--- config.mk ---
export PLATFORM = sky130hd
export DESIGN_NAME = sweep_scan_controller
export DESIGN_NICKNAME = d
export VERILOG_FILES = /design/src/rtl/sunflower_pkg.sv /design/src/rtl/settle_timer.sv /design/src/rtl/sweep_scan_controller.sv
export SDC_FILE = /design/constraint.sdc
export NUM_CORES = 1
export LEC_CHECK = 0
export ABC_AREA = 0
export CAP_MARGIN = 20
export CELL_PAD_IN_SITES_DETAIL_PLACEMENT = 0
export CELL_PAD_IN_SITES_GLOBAL_PLACEMENT = 1
export CORE_AREA = 2 2 112 114
export CTS_CLUSTER_SIZE = 30
export DETAILED_ROUTE_END_ITERATION = 8
export DIE_AREA = 0 0 114 116
export HOLD_SLACK_MARGIN = 0.05
export PLACE_DENSITY_LB_ADDON = 0.1
export SKIP_CTS_REPAIR_TIMING = 1
export SYNTH_ARGS = -nofsm -noshare
export SYNTH_HDL_FRONTEND = slang
export SYNTH_SLANG_ARGS = --single-unit
--- constraint.sdc ---
create_clock -name clk -period 4.2 [get_ports clk]
set_input_delay 0.63 -clock clk [delete_from_list [all_inputs] [get_ports clk]]
set_output_delay 0.63 -clock clk [all_outputs]
set_load 0.03 [all_outputs]
--- src/rtl/sunflower_pkg.sv ---
// sunflower_pkg: shared state encoding, default widths and angle/voltage types for the tracker.
package sunflower_pkg;
    localparam int DEF_ADC_W = 12;
    localparam int DEF_ANG_W = 8;
    typedef enum logic [3:0] {
        IDLE, MOVE, SETTLE, SAMPLE, WAIT_ADC, NEXT, PARK, PARK_SETTLE, DONE
    } scan_state_t;
    typedef logic [DEF_ANG_W-1:0] angle_t;
    typedef logic [DEF_ADC_W-1:0] voltage_t;
endpackage

--- src/rtl/settle_timer.sv ---
// settle_timer: loadable down-counter that stops at zero; shared by every mechanical settling dwell.
module settle_timer #(
    parameter int W = 16
) (
    input  logic         clk,
    input  logic         reset,
    input  logic         load,
    input  logic [W-1:0] value,
    output logic         zero
);
    logic [W-1:0] count;
    assign zero = count == '0;
    always_ff @(posedge clk or posedge reset) begin
        if (reset)
            count <= '0;
        else if (load)
            count <= value;
        else if (!zero)
            count <= count - W'(1);
    end
endmodule

--- src/rtl/sweep_scan_controller.sv ---
// sweep_scan_controller: raster pan/tilt scan that records the peak panel voltage and parks on it.
module sweep_scan_controller
    import sunflower_pkg::*;
#(
    parameter int ADC_W          = DEF_ADC_W,
    parameter int ANG_W          = DEF_ANG_W,
    parameter int THETA_STEPS    = 12,
    parameter int PHI_STEPS      = 6,
    parameter int THETA_STEP_DEG = 15,
    parameter int PHI_STEP_DEG   = 15,
    parameter int SETTLE_CYCLES  = 50000,
    parameter int ADC_TIMEOUT    = 4096
) (
    input  logic             clk,
    input  logic             reset,
    input  logic             start,
    input  logic             abort,
    input  logic [ADC_W-1:0] adc_value,
    input  logic             adc_valid,
    output logic             adc_req,
    output logic [ANG_W-1:0] theta_cmd,
    output logic [ANG_W-1:0] phi_cmd,
    output logic             busy,
    output logic             done,
    output logic [ADC_W-1:0] best_voltage,
    output logic [ANG_W-1:0] best_theta,
    output logic [ANG_W-1:0] best_phi,
    output logic             adc_err
);
    localparam int TIW = $clog2(THETA_STEPS + 1);
    localparam int PIW = $clog2(PHI_STEPS + 1);
    localparam int SW  = $clog2(SETTLE_CYCLES + 1);
    localparam int TOW = $clog2(ADC_TIMEOUT + 1);

    scan_state_t    state, next_state;
    logic [TIW-1:0] theta_idx;
    logic [PIW-1:0] phi_idx;
    logic [TOW-1:0] tmo;
    logic           timer_load, timer_zero, theta_last, phi_last;

    assign theta_last = theta_idx == TIW'(THETA_STEPS - 1);
    assign phi_last   = phi_idx == PIW'(PHI_STEPS - 1);

    // Loaded with one less than the dwell so the zero flag lands on the last settle cycle.
    settle_timer #(.W(SW)) u_settle (
        .clk   (clk),
        .reset (reset),
        .load  (timer_load),
        .value (SW'(SETTLE_CYCLES - 1)),
        .zero  (timer_zero)
    );

    always_ff @(posedge clk or posedge reset) begin
        if (reset)
            state <= IDLE;
        else
            state <= next_state;
    end

    always_comb begin
        next_state = state;
        case (state)
            IDLE:        next_state = start ? MOVE : IDLE;
            MOVE:        next_state = SETTLE;
            SETTLE:      next_state = timer_zero ? SAMPLE : SETTLE;
            SAMPLE:      next_state = WAIT_ADC;
            WAIT_ADC:    next_state = (adc_valid || tmo == '0) ? NEXT : WAIT_ADC;
            NEXT:        next_state = (theta_last && phi_last) ? PARK : MOVE;
            PARK:        next_state = PARK_SETTLE;
            PARK_SETTLE: next_state = timer_zero ? DONE : PARK_SETTLE;
            DONE:        next_state = IDLE;
            default:     next_state = IDLE;
        endcase
        if (abort)
            next_state = IDLE;
        timer_load = state == MOVE || state == PARK;
        busy       = state != IDLE;
        adc_req    = state == SAMPLE && !abort;
        done       = state == DONE && !abort;
    end

    // Abort freezes the datapath so angles and partial best results hold.
    always_ff @(posedge clk or posedge reset) begin
        if (reset) begin
            theta_idx    <= '0;
            phi_idx      <= '0;
            theta_cmd    <= '0;
            phi_cmd      <= '0;
            tmo          <= '0;
            best_voltage <= '0;
            best_theta   <= '0;
            best_phi     <= '0;
            adc_err      <= 1'b0;
        end else if (!abort) begin
            case (state)
                IDLE: if (start) begin
                    theta_idx    <= '0;
                    phi_idx      <= '0;
                    theta_cmd    <= '0;
                    phi_cmd      <= '0;
                    best_voltage <= '0;
                    best_theta   <= '0;
                    best_phi     <= '0;
                    adc_err      <= 1'b0;
                end
                SAMPLE: tmo <= TOW'(ADC_TIMEOUT - 1);
                WAIT_ADC: begin
                    if (adc_valid) begin
                        if (adc_value > best_voltage) begin
                            best_voltage <= adc_value;
                            best_theta   <= theta_cmd;
                            best_phi     <= phi_cmd;
                        end
                    end else if (tmo == '0)
                        adc_err <= 1'b1;
                    else
                        tmo <= tmo - TOW'(1);
                end
                NEXT: begin
                    if (!theta_last) begin
                        theta_idx <= theta_idx + TIW'(1);
                        theta_cmd <= theta_cmd + ANG_W'(THETA_STEP_DEG);
                    end else begin
                        theta_idx <= '0;
                        theta_cmd <= '0;
                        if (!phi_last) begin
                            phi_idx <= phi_idx + PIW'(1);
                            phi_cmd <= phi_cmd + ANG_W'(PHI_STEP_DEG);
                        end
                    end
                end
                PARK: begin
                    theta_cmd <= best_theta;
                    phi_cmd   <= best_phi;
                end
                default: ;
            endcase
        end
    end
endmodule

==> results.json <==
{
  "outcome": "complete, no violations",
  "yosysUniqueCellTypes": 65,
  "drtPass1Iterations": 4,
  "critPathMaxStageDelay_ns": 0.68,
  "num_vias": 3968,
  "die_w_um": 114,
  "async_flop_share_pct": 100,
  "hp-class": "register to register",
  "clk_pin_slew_ns": 0.06,
  "yosys.area.top_type_share_pct": 44.9,
  "area_growth_pct": 22.9,
  "synthTopCellsByArea": "dfrtp_1 (45%), ha_1 (5.5%), a22o_1 (5.2%)",
  "skew_ns": 0.0103,
  "post_drt_wl_per_cell_um": 16.5,
  "antenna_found_initial": 0,
  "crit_path_top_delay_cell": "or4_1",
  "cts_tree": "done",
  "clockRootBuffer": "clkbuf_16",
  "layout-drive-gt1-share_pct": 6.80,
  "critPathMaxFanout": 10,
  "yosys.area.top_type": "dfrtp_1",
  "peakVddDrop_mv": 0.171,
  "maxCapViolations": 0,
  "synth_most_common_cell": "dfrtp_1",
  "max_freq_mhz": 304,
  "drt_iter0_drc": 223,
  "rsz0062_at_grt": "false",
  "cts_htree_levels": 3,
  "path_cells": "clkdlybuf4s50_1, or4_1, inv_1, clkdlybuf4s50_1",
  "grt_pass1_wl_um": 19300,
  "setup_tns_ns": 0,
  "cpMostUsedCell": "clkdlybuf4s50_1",
  "grt_overflow_total": 0,
  "dp_hpwl_um": 8210,
  "syn_nets": 535,
  "synth-seq-cells": 85,
  "critPathKind": "primary input to output port",
  "leakage_nw": 2.35,
  "min_period_ns": 3.29,
  "die_h_um": 116,
  "cts.sinks": 85,
  "finalWirelength_um": 11600,
  "worst_slew_pin_slew_ns": 0.916,
  "place_area_mm2": 0.00549,
  "grt_start_max_net_pins": 37,
  "worst_slack_ns": 0.911,
  "grt_util_all_layers_pct": 18.4,
  "detail-route-antenna-nets": 0,
  "port_buffers": 64,
  "worst_ep_required_time_ns": 3.57,
  "reg2reg_slack_ns": 1.45,
  "synth-main-ff-cell": "dfrtp_1",
  "hold_violations": 0,
  "syn_area_per_cell_um2": 9.53,
  "ios": 65,
  "synth_warnings": 0,
  "critPathLaunchType": "primary input",
  "post-route-drc-count": 0,
  "p_per_area_mw_per_mm2": 367,
  "stdcell_area_mm2": 0.00582,
  "synth_edf_count": 0,
  "postSynthCellCount": 497,
  "slew_violations": 0,
  "setup_viol": 0,
  "clockBufferDepth": 2,
  "cts_buffers": 9,
  "period_share_pct": 78.3,
  "seq_area_frac_synth_pct": 44.9,
  "end_kind": "output port",
  "synth_area_mm2": 0.00473,
  "nets": 592,
  "vias_per_cell": 5.62,
  "synthTopCellsByCount": "dfrtp_1 (85), nor2_1 (44), o21ai_0 (35), inv_1 (33), nand2_1 (30)",
  "worstPathArrival_ns": 2.66,
  "fp.dieArea_mm2": 0.0132,
  "antenna_cells": 0,
  "core_mm2": 0.0119,
  "grt_pass1_vias": 3702,
  "gp_congestion": 0.783,
  "rows": 40,
  "place_ws_ns": 0.742,
  "relSlewSlack_pct": 38.9,
  "start_util_pct": 39.7,
  "clkLatencyLatePin_ns": 0.34
}
-- power by group --
part           switching (mW)  leakage (nW)  internal [mW]
combinational           0.179          1.10          0.132
clock                   0.329         0.151          0.517
sequential             0.0907          1.10          0.888
total                   0.599          2.35           1.54
-- worst max-delay path, delay by kind of cell --
family | cells | cell delay [ns]
and+or+nand+nor | 1 | 0.68
buffers and inverters | 3 | 1.34
-- through the flow --
stage | total power, mW | cells | utilization (%) | hold slack, ns
after detailed placement | 1.30 | 689 | 46.1 | 0.500
after global routing | 2.26 | 706 | 48.8 | 0.539
after CTS | 2.17 | 705 | 48.8 | 0.518
final | 2.14 | 706 | 48.8 | 0.512
after global placement | 1.30 | 689 | 46.1 | 0.478
after floorplan | 1.20 | 497 | - | 0.476
-- cells by family (layout without fill, tap and decap cells) --
kind of cell               Yosys count  in the layout  synth area share (%)
AOI/OAI and AO/OA                  148            148                  21.3
xor gates and xnor gates            21             21                  3.88
adders and majority gates           21             21                  5.55
buffers and inverters               58            120                  5.29
DFF                                 85             85                  44.9
muxes                                4              4                 0.899
and+or+nand+nor                    160            160                  18.1
-- path summary, 6_finish.rpt --
path,depth (start not counted),startpoint,end
setup reg to reg,8,best_voltage[9],best_phi[3]
max in group asynchronous,3,reset,state[1]
hold / removal,2,tmo[9],tmo[9]
setup / recovery,4,abort,adc_req
hold reg to reg,2,tmo[9],tmo[9]
min in group asynchronous,2,reset,phi_cmd[3]
-- layer usage --
layer	part of all wire, %	vias up	global-route usage, %
li1	-	1944	-
met1	50	1920	26.8
met2	44	91	27.3
met3	3.6	13	2.72
met4	1.9	0	8.05
met5	0	-	0
-- layout make-up --
| cell class | count | area [um^2] |
|---|---|---|
| fill | 1142 | 6090 |
| multi-input combinational | 354 | 2370 |
| sequential | 85 | 2130 |
| timing repair buffer | 71 | 697 |
| clock buffer | 9 | 225 |
| tap | 147 | 184 |
| inverter | 33 | 125 |
| clock inverter | 7 | 90.1 |
-- flip-flops by register name, summed over array words and instances, names as in the netlist --
signal          flops
phi_cmd             8
phi_idx             3
best_voltage       12
best_phi            8
adc_err             1
state               4
u_settle.count     16
theta_idx           4
theta_cmd           8
tmo                13
best_theta          8
-- layout by cell type (no fill, tap or decap), drive strengths merged, types with 4 or more instances in the layout --
| master | count |
|---|---|
| or3b | 4 |
| nor3 | 24 |
| o211ai | 4 |
| nor4 | 7 |
| a21o | 7 |
| inv | 32 |
| nand3 | 7 |
| xnor2 | 6 |
| a22oi | 6 |
| o21ai | 43 |
| a211oi | 6 |
| a21oi | 22 |
| or4 | 8 |
| buf | 7 |
| clkinv | 4 |
| a31oi | 6 |
| xor2 | 15 |
| nor2 | 45 |
| nand2 | 30 |
| a22o | 28 |
| dfrtp | 85 |
| clkdlybuf4s50 | 64 |
| clkbuf | 9 |
| ha | 21 |
| or3 | 10 |
No activity file was read; power rests on OpenSTA's default activity.
